==> src/rtl/seq_divider_pkg.sv <==
`default_nettype none
// +----------------------------------------------------------------------+
// | seq_divider_pkg: shared types and constants for the sequential divider|
// | Rev 1.0 - initial release                                             |
// +----------------------------------------------------------------------+
package seq_divider_pkg;

  localparam int DEFAULT_WIDTH = 8;
  localparam int CNT_W         = $clog2(DEFAULT_WIDTH);

  typedef enum logic [2:0] {
    IDLE  = 3'd0,
    CALC  = 3'd1,
    FIN   = 3'd2
`ifdef SEQ_DIVIDER_SIGNED_EN
    ,
    PREP  = 3'd3,
    FIXUP = 3'd4
`endif
  } state_t;

endpackage
`default_nettype wire

==> src/rtl/seq_divider_if.sv <==
`default_nettype none
// +----------------------------------------------------------------------+
// | seq_divider_if: Start/Busy/Done handshake and operand/result bus      |
// | Rev 1.0 - initial release                                             |
// +----------------------------------------------------------------------+
interface seq_divider_if #(
  parameter int WIDTH = 8
);
  logic             Start;
  logic [WIDTH-1:0] Dividend;
  logic [WIDTH-1:0] Divisor;
  logic             Busy;
  logic             Done;
  logic [WIDTH-1:0] Quotient;
  logic [WIDTH-1:0] Remainder;
  logic             DivByZero;

  modport master (
    output Start, Dividend, Divisor,
    input  Busy, Done, Quotient, Remainder, DivByZero
  );

  modport slave (
    input  Start, Dividend, Divisor,
    output Busy, Done, Quotient, Remainder, DivByZero
  );
endinterface
`default_nettype wire

==> src/rtl/seq_divider_trial_sub.sv <==
`default_nettype none
// +----------------------------------------------------------------------+
// | div_trial_sub: combinational (WIDTH+1)-bit trial subtractor           |
// | Rev 1.0 - initial release                                             |
// +----------------------------------------------------------------------+
module div_trial_sub
  import seq_divider_pkg::*;
#(
  parameter int WIDTH = DEFAULT_WIDTH
) (
  input  logic [WIDTH:0] a,
  input  logic [WIDTH:0] b,
  output logic [WIDTH:0] diff,
  output logic           borrow
);

  assign {borrow, diff} = {1'b0, a} - {1'b0, b};

endmodule
`default_nettype wire

==> src/rtl/seq_divider.sv <==
`default_nettype none
// +----------------------------------------------------------------------+
// | seq_divider: restoring divider, one quotient bit per clock            |
// | Optional: SEQ_DIVIDER_SIGNED_EN selects two's complement operands     |
// | Rev 1.0 - initial release                                             |
// +----------------------------------------------------------------------+
module seq_divider
  import seq_divider_pkg::*;
#(
  parameter int WIDTH = DEFAULT_WIDTH
) (
  input  logic         CLK,
  input  logic         Reset_n,
  seq_divider_if.slave bus
);

  localparam int c_cnt_w = $clog2(WIDTH);

`ifdef SEQ_DIVIDER_SIGNED_EN
  localparam state_t c_first      = PREP;
  localparam state_t c_after_calc = FIXUP;
`else
  localparam state_t c_first      = CALC;
  localparam state_t c_after_calc = FIN;
`endif

  state_t             r_state;
  state_t             w_next;
  logic [WIDTH-1:0]   r_q;
  logic [WIDTH-1:0]   r_divisor;
  logic [WIDTH-1:0]   r_quotient;
  logic [WIDTH-1:0]   r_remainder;
  logic [WIDTH:0]     r_rem;
  logic [c_cnt_w-1:0] r_cnt;
  logic               r_zero_pend;
  logic               r_done;
  logic               r_dbz;
`ifdef SEQ_DIVIDER_SIGNED_EN
  logic               r_neg_q;
  logic               r_neg_r;
`endif

  logic [WIDTH:0]     w_shift;
  logic [WIDTH:0]     w_diff;
  logic [WIDTH:0]     w_r_new;
  logic [WIDTH-1:0]   w_q_next;
  logic               w_borrow;
  logic               w_accept;
  logic               w_div_zero;
  logic               w_busy;
  logic               w_unused;

  assign w_div_zero = (bus.Divisor == '0);
  // A divide-by-zero waits one idle cycle before FIN; no new request is taken then.
  assign w_accept   = bus.Start && !r_zero_pend && ((r_state == IDLE) || (r_state == FIN));

  assign w_shift = {r_rem[WIDTH-1:0], r_q[WIDTH-1]};

  div_trial_sub #(
    .WIDTH (WIDTH)
  ) u_trial (
    .a      (w_shift),
    .b      ({1'b0, r_divisor}),
    .diff   (w_diff),
    .borrow (w_borrow)
  );

  assign w_r_new  = w_borrow ? w_shift : w_diff;
  assign w_q_next = {r_q[WIDTH-2:0], ~w_borrow};
  // The restored remainder is always below the divisor, so its top bit is never read.
  assign w_unused = r_rem[WIDTH];

  always_ff @(posedge CLK or negedge Reset_n) begin
    if (!Reset_n) begin
      r_state <= IDLE;
    end else begin
      r_state <= w_next;
    end
  end

  always_comb begin
    w_next = r_state;
    case (r_state)
      IDLE: begin
        if (r_zero_pend) begin
          w_next = FIN;
        end else if (w_accept && !w_div_zero) begin
          w_next = c_first;
        end
      end
      FIN: begin
        if (w_accept) begin
          w_next = w_div_zero ? IDLE : c_first;
        end
      end
      CALC: begin
        if (r_cnt == '0) begin
          w_next = c_after_calc;
        end
      end
`ifdef SEQ_DIVIDER_SIGNED_EN
      PREP:    w_next = CALC;
      FIXUP:   w_next = FIN;
`endif
      default: w_next = IDLE;
    endcase
  end

  always_comb begin
    w_busy = 1'b0;
    case (r_state)
      CALC:    w_busy = 1'b1;
`ifdef SEQ_DIVIDER_SIGNED_EN
      PREP:    w_busy = 1'b1;
      FIXUP:   w_busy = 1'b1;
`endif
      default: w_busy = 1'b0;
    endcase
  end

  assign bus.Busy      = w_busy;
  assign bus.Done      = r_done;
  assign bus.Quotient  = r_quotient;
  assign bus.Remainder = r_remainder;
  assign bus.DivByZero = r_dbz;

  always_ff @(posedge CLK or negedge Reset_n) begin
    if (!Reset_n) begin
      r_q         <= '0;
      r_divisor   <= '0;
      r_rem       <= '0;
      r_cnt       <= '0;
      r_zero_pend <= 1'b0;
      r_done      <= 1'b0;
      r_dbz       <= 1'b0;
      r_quotient  <= '0;
      r_remainder <= '0;
`ifdef SEQ_DIVIDER_SIGNED_EN
      r_neg_q     <= 1'b0;
      r_neg_r     <= 1'b0;
`endif
    end else begin
      r_done <= 1'b0;
      if (w_accept) begin
        r_q         <= bus.Dividend;
        r_divisor   <= bus.Divisor;
        r_rem       <= '0;
        r_cnt       <= c_cnt_w'(WIDTH - 1);
        r_zero_pend <= w_div_zero;
        r_dbz       <= 1'b0;
`ifdef SEQ_DIVIDER_SIGNED_EN
        r_neg_q     <= bus.Dividend[WIDTH-1] ^ bus.Divisor[WIDTH-1];
        r_neg_r     <= bus.Dividend[WIDTH-1];
`endif
      end else begin
        case (r_state)
          IDLE: begin
            if (r_zero_pend) begin
              r_zero_pend <= 1'b0;
              r_quotient  <= '1;
              r_remainder <= r_q;
              r_dbz       <= 1'b1;
              r_done      <= 1'b1;
            end
          end
`ifdef SEQ_DIVIDER_SIGNED_EN
          PREP: begin
            r_q       <= r_q[WIDTH-1] ? -r_q : r_q;
            r_divisor <= r_divisor[WIDTH-1] ? -r_divisor : r_divisor;
          end
          FIXUP: begin
            r_quotient  <= r_neg_q ? -r_q : r_q;
            r_remainder <= r_neg_r ? -r_rem[WIDTH-1:0] : r_rem[WIDTH-1:0];
            r_done      <= 1'b1;
          end
`endif
          CALC: begin
            r_rem <= w_r_new;
            r_q   <= w_q_next;
            r_cnt <= r_cnt - 1'b1;
`ifndef SEQ_DIVIDER_SIGNED_EN
            if (r_cnt == '0) begin
              r_quotient  <= w_q_next;
              r_remainder <= w_r_new[WIDTH-1:0];
              r_done      <= 1'b1;
            end
`endif
          end
          default: begin
          end
        endcase
      end
    end
  end

endmodule
`default_nettype wire

==> src/flat_wrapper.sv <==
// flat-port wrapper written by rule: the top's interface ports become plain ports
module seq_divider_flat import seq_divider_pkg::*;
#(
  parameter int WIDTH = DEFAULT_WIDTH
)
  (CLK, Reset_n, bus_Start, bus_Dividend, bus_Divisor, bus_Busy, bus_Done, bus_Quotient, bus_Remainder, bus_DivByZero);
  seq_divider_if #(.WIDTH(WIDTH)) bus_i ();
  input  logic CLK;
  input  logic Reset_n;
  input wire logic [$bits(bus_i.Start)-1:0] bus_Start;
  input wire logic [$bits(bus_i.Dividend)-1:0] bus_Dividend;
  input wire logic [$bits(bus_i.Divisor)-1:0] bus_Divisor;
  output wire logic [$bits(bus_i.Busy)-1:0] bus_Busy;
  output wire logic [$bits(bus_i.Done)-1:0] bus_Done;
  output wire logic [$bits(bus_i.Quotient)-1:0] bus_Quotient;
  output wire logic [$bits(bus_i.Remainder)-1:0] bus_Remainder;
  output wire logic [$bits(bus_i.DivByZero)-1:0] bus_DivByZero;
  assign bus_i.Start = bus_Start;
  assign bus_i.Dividend = bus_Dividend;
  assign bus_i.Divisor = bus_Divisor;
  assign bus_Busy = bus_i.Busy;
  assign bus_Done = bus_i.Done;
  assign bus_Quotient = bus_i.Quotient;
  assign bus_Remainder = bus_i.Remainder;
  assign bus_DivByZero = bus_i.DivByZero;
  seq_divider #(.WIDTH(WIDTH)) u_core (.CLK(CLK), .Reset_n(Reset_n), .bus(bus_i));
endmodule
==> config.mk <==
export PLATFORM = sky130hd
export DESIGN_NAME = seq_divider_flat
export DESIGN_NICKNAME = d
export VERILOG_FILES = /design/src/rtl/seq_divider_pkg.sv /design/src/rtl/seq_divider_if.sv /design/src/rtl/seq_divider_trial_sub.sv /design/src/rtl/seq_divider.sv /design/src/flat_wrapper.sv
export SDC_FILE = /design/constraint.sdc
export NUM_CORES = 1
export LEC_CHECK = 0
export ABC_AREA = 1
export CAP_MARGIN = 10
export CELL_PAD_IN_SITES_DETAIL_PLACEMENT = 0
export CELL_PAD_IN_SITES_GLOBAL_PLACEMENT = 1
export CORE_ASPECT_RATIO = 0.5
export CORE_MARGIN = 2
export CORE_UTILIZATION = 39
export CTS_CLUSTER_DIAMETER = 200
export DETAILED_ROUTE_END_ITERATION = 12
export PLACE_DENSITY = 0.9
export RECOVER_POWER = 25
export SETUP_SLACK_MARGIN = 0.2
export SLEW_MARGIN = 30
export SYNTH_ARGS = -nofsm -noshare
export SYNTH_HDL_FRONTEND = slang
export SYNTH_HIERARCHICAL = 1
export SYNTH_SLANG_ARGS = --single-unit
export TNS_END_PERCENT = 20
==> constraint.sdc <==
create_clock -name CLK -period 2.5 [get_ports CLK]
set_clock_uncertainty 0.05 [all_clocks]
set_input_delay 0.375 -clock CLK [delete_from_list [all_inputs] [get_ports CLK]]
set_output_delay 0.375 -clock CLK [all_outputs]
set_load 0.05 [all_outputs]
# --- Yosys cells after proc, flatten, opt, wreduce, memory -nomap -nowiden ---
# Index checks and enable logic that the tools add are counted.
totals:
  register_bits: 49
  inputBits: 19
  out_inout_bits: 19
  elab_cells: 65
op_classes:
  n_addsub: 2
  n_eq_ne: 6
  mux: 29
  n_bitwise: 2
  n_reduce_logical: 16
op_table:
  columns: ["operator", "count"]
  rows:
  - ["$mux 8", 9]
  - ["$pmux 8 s2", 2]
  - ["$mux 3", 6]
  - ["$mux 1", 10]
  - ["$sub 9x8->10", 1]
  - ["$pmux 3 s3", 1]
  - ["$logic_not 8->1", 1]
  - ["$reduce_bool 2->1", 4]
  - ["$logic_not 3->1", 2]
  - ["$ne 2x1->1 const B", 3]
  - ["$reduce_and 4->1", 1]
  - ["$eq 3x1->1 const B", 1]
  - ["$eq 3x2->1 const B", 1]
  - ["$logic_and 1x1->1", 3]
  - ["$ne 3x2->1 const B", 1]
  - ["$reduce_and 3->1", 1]
  - ["$sub 3x1->3 const B", 1]
  - ["$logic_not 1->1", 2]
  - ["$not 1->1", 2]
  - ["$pmux 1 s2", 1]
  - ["$reduce_and 2->1", 1]
  - ["$logic_or 1x1->1", 1]

# --- Longest topological paths before layout ---
# Gate-level depths: netlist of run 1.
logic_depth:
  depth_word: 7
  depth_mapped: 16
  ltp_nobuf: 16

# --- Hierarchy ---
# Netlist of run 1, hierarchy kept.
by_module_without_submodules:
  columns: ["module", "n_inst", "cells_each", "area_each_um2", "seq_area_each_um2"]
  rows:
  - ["seq_divider", 1, 286, 2252.2, 1201.2]
  - ["div_trial_sub", 1, 101, 519.2, 0.0]

# --- Worst setup path before layout of run 1 ---
# Ideal clock, no wire load.
synth_path:
  path_type: "register to register"
  startpoint: "register u_core.r_q[7]"
  endpoint: "register u_core.r_remainder[6], in the netlist u_core/bus.Remainder[6]"
  setup_time_ps: 118
  t_arrival_ps: 1669
  t_required_ps: 2332
  path_slack_ps: 662
  path_stages_with_launch: 17
  path_buffers: 0
  synth_period_minus_slack_ps: 1838
  path_cell_list: "dfrtp_1 inv_1 ha_1 inv_1 fa_1 nand2_1 nand2_1 nand3b_1 nand2_1 nand2_1 nand2_1 nand2_1 nand2_1 nand2_1 nand2_1 nand2_1 nand2_1"
synth_via:
  elab_chain_len: 4
synth_rtl:
  columns: ["element", "line", "rtl"]
  rows:
  - ["start, declared", "seq_divider.sv:29", "logic [WIDTH-1:0] r_q;"]
  - ["start signal, assigned", "seq_divider.sv:145", "r_q <= bus.Dividend;"]
  - ["start signal, assigned", "seq_divider.sv:179", "r_q <= w_q_next;"]
  - ["$sub 9x8->10", "seq_divider_trial_sub.sv:17", "assign {borrow, diff} = {1'b0, a} - {1'b0, b};"]
  - ["net u_core.w_diff[6]", "seq_divider.sv:44", "logic [WIDTH:0] w_diff;"]
  - ["$mux 8", "seq_divider.sv:68", "assign w_r_new = w_borrow ? w_shift : w_diff;"]
  - ["$mux 8", "seq_divider.sv:182", "if (r_cnt == '0) begin"]
  - ["$pmux 8 s2", "seq_divider.sv:156", "case (r_state)"]
  - ["end signal, assigned", "seq_divider.sv:161", "r_remainder <= r_q;"]
  - ["end signal, assigned", "seq_divider.sv:184", "r_remainder <= w_r_new[WIDTH-1:0];"]
  - ["end, declared", "seq_divider.sv:32", "logic [WIDTH-1:0] r_remainder;"]
# The timed path passes the listed nets, and every way through them passes these cells. The select of a mux whose other input is x is not followed.
# A chain may end at the register's enable or synchronous reset.

# --- Worst setup path in the final report of run 1 ---
# Same ends and word-level chain as after synthesis.

==> results of run 1 <==
-- state kept, by name, indices dropped and copies added, names as in the netlist --
register,count
u_core/bus.DivByZero,1
u_core/bus.Done,1
u_core/bus.Quotient,8
u_core/bus.Remainder,8
u_core/r_cnt,3
u_core/r_divisor,8
u_core/r_q,8
u_core/r_rem,8
u_core/r_state,2
u_core/r_zero_pend,1
-- what timing repair did --
| item | in CTS | in global routing |
|---|---|---|
| setup endpoints to repair | 0 | 8 |
| setup buffers | 0 | 0 |
| resized for setup | 0 | 1 |
-- cell type report --
cell class | instances | area (sq um)
clock buffer | 5 | 125
sequential | 48 | 1200
inverter | 40 | 150
timing repair buffer | 41 | 393
tap | 92 | 115
clock inverter | 3 | 42.5
fill | 669 | 3410
multi-input combinational | 276 | 1290
-- cell usage in the layout, fill, tap and decap left out, types with 2 or more instances in the layout --
cell and n:
nand2_1 184, dfrtp_1 48, clkdlybuf4s50_1 36, inv_1 36, nand3_1 32, nor2_1 14, o21ai_0 12, ha_1 11
clkbuf_16 5, inv_2 3, nand2_2 3, buf_4 3, a21oi_1 3, nand2_4 2, or2_1 2, xnor2_1 2
-- how the worst max path moves through the flow --
stage,from,endpoint,slack [ns]
2_1_floorplan,u_core/r_q[7],u_core/bus.Remainder[6],0.68
3_3_place_gp,u_core/r_q[7],u_core/bus.Remainder[6],0.40
3_5_place_dp,u_core/r_q[7],u_core/bus.Remainder[6],0.40
4_1_cts,u_core/r_q[7],u_core/bus.Remainder[6],0.37
5_1_grt,u_core/r_q[7],u_core/bus.Remainder[6],0.17
6_report,u_core/r_q[7],u_core/bus.Remainder[6],0.36
-- power by group --
part	switching (mW)	leakage, nW	internal [mW]
registers	0.214	0.605	1.11
clock network	0.287	0.0798	0.470
logic	1.91	1.14	0.993
-- critical path, delay by kind of cell (launching register included) --
kind	cells	cell delay, ns
buffers and inverters	2	0.16
DFF	1	0.40
and+or+nand+nor	12	0.82
adders and majority gates	2	0.58
-- layer usage --
layer | vias to the layer above | global-route usage | part of all wire
met5 | - | 0 | 0
met4 | 0 | 0.0575 | 0.0094
met3 | 9 | 0.0263 | 0.032
met2 | 52 | 0.272 | 0.42
met1 | 1090 | 0.262 | 0.54
li1 | 1227 | - | -
==> key figures, run 1 <==
Status
  – Status: complete, no violations

Finish
  – Antenna cells: 0
  – Final net count: 443
  – Final Util: 0.494
  – Final Cell Area: 3320 sq um
  – Non-filler cells, final: 505
  – Layout cell share with drive strength beyond 1: 0.0605
  – Area Growth Syn to Fin: 21.8%

Power and ir drop
  – Leakage power: 1.83 nW
  – Total power: 4.99 mW
  – Worst IR Drop VDD: ~0.00062 V
  – Pwr Density: between 1500 and 2000 nW/um^2

CTS
  – Clock-pin slew on the worst setup and hold paths: 0.06 ns
  – Root buf cell: clkbuf_16
  – Hold-fix buffers, CTS: 0
  – H-tree level count: 2
  – Clock Latency Late Sink: between 0.2 and 0.3 ns
  – Clk buf depth: 2
  – CTS tree: yes
  – Clk sinks: 48
  – CTS Buf Count: 5

Floorplanning
  – Total die area: 7720 sq um
  – Die Ht: 63.1 um
  – # rows: 21
  – Die X-Extent: 122 um
  – Core area: 6730 sq um
  – I/O pin total: 38
  – Initial core utilization: 0.405

STA
  – Final Hold Fails: 0
  – RSZ-0062 raised after global routing: true
  – Fin. max-slew vios: 0
  – Minimum clock period: 2.14 ns
  – Hold_ws: 0.358 ns
  – Max_slew headroom: 0.209
  – # setup viols final: 0
  – Worst-Margin Slew: about 1.2 ns
  – Fmax: roughly 470 MHz
  – Setup ws final: roughly 0.36 ns
  – Setup_tns: 0 ns
  – Tcrit/Tclk final: 0.855

Yosys
  – Syn Std Cell Area: 2730 sq um
  – Post-synthesis cell count: ~380
  – Syn nets: ~410
  – Mean Syn Cell Area: between 7 and 8 sq um
  – Synth warn: 6

Placement
  – Port buffer count: 37
  – Setup slack after placement: 0.399 ns
  – Routability Congestion: 0.840
  – DP Area: 3150 sq um
  – Detailed Place HPWL: about 4300 um
  – Placed cells: 497

Worst setup path
  – RR Endpoint: u_core/bus.Remainder[6]
  – Worst reg2reg path startpoint: u_core/r_q[7]
  – Flop2flop setup slack: between 0.3 and 0.4 ns
  – CP Data Arrival Time: approximately 2.3 ns
  – Worst R2R Path Depth: 16
  – Max incr delay on CP: between 0.4 and 0.5 ns
  – Slowest CP cell: fa_1
  – Worst Setup Start Kind: flop
  – Crit-path cells: inv_1, ha_1, inv_1, fa_1, nand2_1, nand2_1, nand3b_1, nand2_1, nand2_1, nand2_1, nand2_1, nand2_1, nand2_1, nand2_1, nand2_1, nand2_1
  – Setup Crit Path Kind: flop to flop
  – Required time worst endpoint: between 2 and 3 ns
  – Cell mode on critical path: nand2_1
  – Critical path endpoint category: flop
  – CP max FO: 3

GRT
  – GRT Total Usage: 0.179
  – Vias in the first global route: around 2.3k
  – Largest net degree at the start of global routing: 49
  – First-pass GRT wire length: 10,800 um
  – Global route total overflow: 0
  – Antenna violations before repair: 0

Route
  – Vias per cell: 4.71
  – Remaining antenna violation count: 0
  – 1st-iter DRT viols: 138
  – Routed wire length: about 6200 um
  – Via Count: 2,378
  – WL per Instance: roughly 12 um
  – DRT Pass-1 Iters: 5
  – DRC Markers: 0

Run
  – Max-cap violations: 0

Worst hold path
  – Hold Crit Class: primary input to asynchronous set/reset pin
No activity file was read; power rests on OpenSTA's default activity.
==> run 2: changes to the inputs <==
CELL_PAD_IN_SITES_GLOBAL_PLACEMENT = 2   (was 1)
CORE_UTILIZATION = 31   (was 39)
PLACE_DENSITY = 0.91   (was 0.9)
REMOVE_ABC_BUFFERS = 1   (was not set)
==> run 2 against run 1 <==
Combinational power hardly changed. Sequential share of layout area up 0.082 points. Sequential power about the same. First-iteration DRC count up 13%. Register-to-register slack better by 0.08 ns. Die area up 25%. Non-clock buffer count unchanged. Worst setup slack improved by 0.081 ns. Core utilization fell by 11 points. Clock power decreased by 15%. Design area shrank 0.23%. Final cell count rose by 4.8%.
==> key figures, run 2 (synthesis gave the netlist of run 1 again) <==
CTS
  – Clk sinks: 48 (unchanged)
  – H-tree level count: 2 (unchanged)
  – Clk buf depth: 2 (unchanged)
  – Clock-pin slew on the worst setup and hold paths: 0.06 ns (about the same)
  – Hold-fix buffers, CTS: 0 (unchanged)
  – Clock Latency Late Sink: 0.28 ns (about the same)
  – Root buf cell: clkbuf_16
  – PostCTS Resize Cnt: 0 (unchanged)
  – CTS Buf Count: 5 (unchanged)
  – Post-CTS Setup Inserts: 0 (unchanged)
  – CTS tree: yes

Placement
  – DP Area: 3180 sq um (+0.91%)
  – Placed cells: 522 (+5.0%)
  – Port buffer count: 37 (unchanged)
  – Setup slack after placement: 0.462 ns (+0.0631 ns)
  – Detailed Place HPWL: 4570 um (+6.7%)
  – Routability Congestion: 0.837 (-0.40%)

Status
  – Status: complete, no violations

Finish
  – Fill count: 937 (+40%)
  – Layout cell share with drive strength beyond 1: 0.0558 (-0.00471)
  – Area Growth Syn to Fin: 21.5%
  – Final Util: 0.384 (-0.109)
  – Most common cell after layout, fill and taps aside: nand2_1
  – Antenna cells: 0 (unchanged)
  – Non-filler cells, final: 529 (+4.8%)
  – Final net count: 443 (unchanged)
  – Final Cell Area: 3310 sq um (-0.23%)
  – Commonest non-fill, non-tap cells in the layout: 184 x nand2_1, 48 x dfrtp_1, 36 x inv_1

Route
  – 1st-iter DRT viols: 156 (+13%)
  – WL per Instance: 12.3 um (-0.93%)
  – DRC Markers: 0 (unchanged)
  – Routed wire length: 6480 um (+3.8%)
  – Remaining antenna violation count: 0 (unchanged)
  – Vias per cell: 4.39 (-6.8%)
  – DRT Pass-1 Iters: 4 (-1)
  – Via Count: 2,322 (-2.4%)

STA
  – Setup_tns: 0 ns (unchanged)
  – RSZ-0062 raised after global routing: false
  – Fmax: 486 MHz (+3.9%)
  – Hold_ws: 0.373 ns (+0.0145 ns)
  – Fin. max-slew vios: 0 (unchanged)
  – Setup ws final: 0.443 ns (+0.0810 ns)
  – Minimum clock period: 2.06 ns (-0.0810 ns)
  – Final Hold Fails: 0 (unchanged)
  – Worst-Margin Slew: 1.21 ns (+0.0279 ns)
  – Max_slew headroom: 0.191 (-0.0186)
  – Tcrit/Tclk final: 0.823 (-0.0324)
  – # setup viols final: 0 (unchanged)

Run
  – Max-cap violations: 0 (unchanged)

GRT
  – GRT Total Usage: 0.151 (-0.0282)
  – Global route total overflow: 0 (unchanged)
  – Vias in the first global route: 2,272 (-1.2%)
  – First-pass GRT wire length: 11,200 um (+3.6%)
  – Antenna violations before repair: 0 (unchanged)
  – Largest net degree at the start of global routing: 49 (unchanged)

Worst setup path
  – Required time worst endpoint: 2.62 ns (about the same)
  – Critical path endpoint category: flop
  – Setup Crit Path Kind: flop to flop
  – CP Data Arrival Time: 2.18 ns (-0.09 ns)
  – CP max FO: 3 (unchanged)
  – Worst Setup Start Kind: flop

Floorplanning
  – Total die area: 9610 sq um (+25%)
  – I/O pin total: 38 (unchanged)
  – # rows: 24 (+14%)
  – Initial core utilization: 0.316 (-0.0890)
  – Die X-Extent: 137 um (+12%)
  – Core area: 8620 sq um (+28%)
  – Die Ht: 70.3 um (+11%)

Power and ir drop
  – Worst IR Drop VDD: 0.000497 V (-20%)
  – Comb power frac: 0.594 (+0.011)
  – Clock Power Share: 0.133 (-0.019)
  – Pwr Density: 1470 nW/um^2 (-2.4%)
  – Leakage power: 1.81 nW (-0.71%)
  – Total power: 4.86 mW (-2.6%)
  – Sw frac: 0.493 (+0.00895)
  – Switch Pwr: 2.39 mW (-0.83%)
  – Flop pwr share: 0.273 (+0.007)
  – Int Power: 2.46 mW (-4.3%)

Worst hold path
  – Hold Crit Class: primary input to asynchronous set/reset pin
[run 2: changes by cell type in the layout (fill, tap and decap cells not counted), sizes merged]
| cell | previous run | this run |
|---|---|---|
| bufinv | 1 | 0 |
| clkdlybuf4s50 | 36 | 35 |
| clkinvlp | 1 | 0 |
| clkbuf | 6 | 7 |
| buf | 4 | 5 |
[run 2: worst max-delay path, cell delays in order (launching register included)]
cell and delay [ns]:
dfrtp_1 0.41, inv_1 0.07, ha_1 0.17, inv_1 0.08, fa_1 0.39, nand2_1 0.08
nand2_1 0.06, nand3b_1 0.10, nand2_1 0.05, nand2_1 0.05, nand2_1 0.06, nand2_1 0.07
nand2_1 0.06, nand2_1 0.09, nand2_1 0.06, nand2_1 0.05, nand2_1 0.05
[run 2: final cells by class]
class,instances,area [sq um],share of cell area
inverter,40,150,0.0453
multi-input combinational,276,1290,0.390
tap,117,146,0.0442
sequential,48,1200,0.363
timing repair buffer,41,390,0.118
clock inverter,1,5.00,0.00151
clock buffer,6,129,0.0389
[run 2: layer usage]
metal  track usage  up-vias  wire [um]
met5             0        -          0
met4        0.0451        0         70
met3        0.0218        4        282
met2         0.223       31       2730
met1         0.226     1061       3400
li1              -     1226          -
[run 2: final timing paths]
| kind | startpoint | to | slack [ns] | cells past startpoint |
|---|---|---|---|---|
| hold / removal | Reset_n | u_core/r_cnt[2] | 0.37 | 2 |
| min in group CLK | u_core/bus.DivByZero | u_core/bus.DivByZero | 0.42 | 2 |
| hold reg to reg | u_core/bus.DivByZero | u_core/bus.DivByZero | 0.42 | 2 |
| max in group asynchronous | Reset_n | u_core/bus.Remainder[6] | 1.29 | 2 |
| setup reg to reg | u_core/r_q[7] | u_core/bus.Remainder[6] | 0.44 | 16 |
| setup / recovery | u_core/r_q[7] | u_core/bus.Remainder[6] | 0.44 | 16 |
[run 2: power by group through the flow]
| stage | logic (mW) | registers, mW | clock network (mW) |
|---|---|---|---|
| 2_1_floorplan | 1.70 | 1.69 | 0 |
| 3_3_place_gp | 2.95 | 1.34 | 0 |
| 3_5_place_dp | 2.91 | 1.34 | 0 |
| 4_1_cts | 2.92 | 1.33 | 0.663 |
| 5_1_grt | 3.29 | 1.37 | 0.690 |
| 6_report | 2.89 | 1.32 | 0.645 |
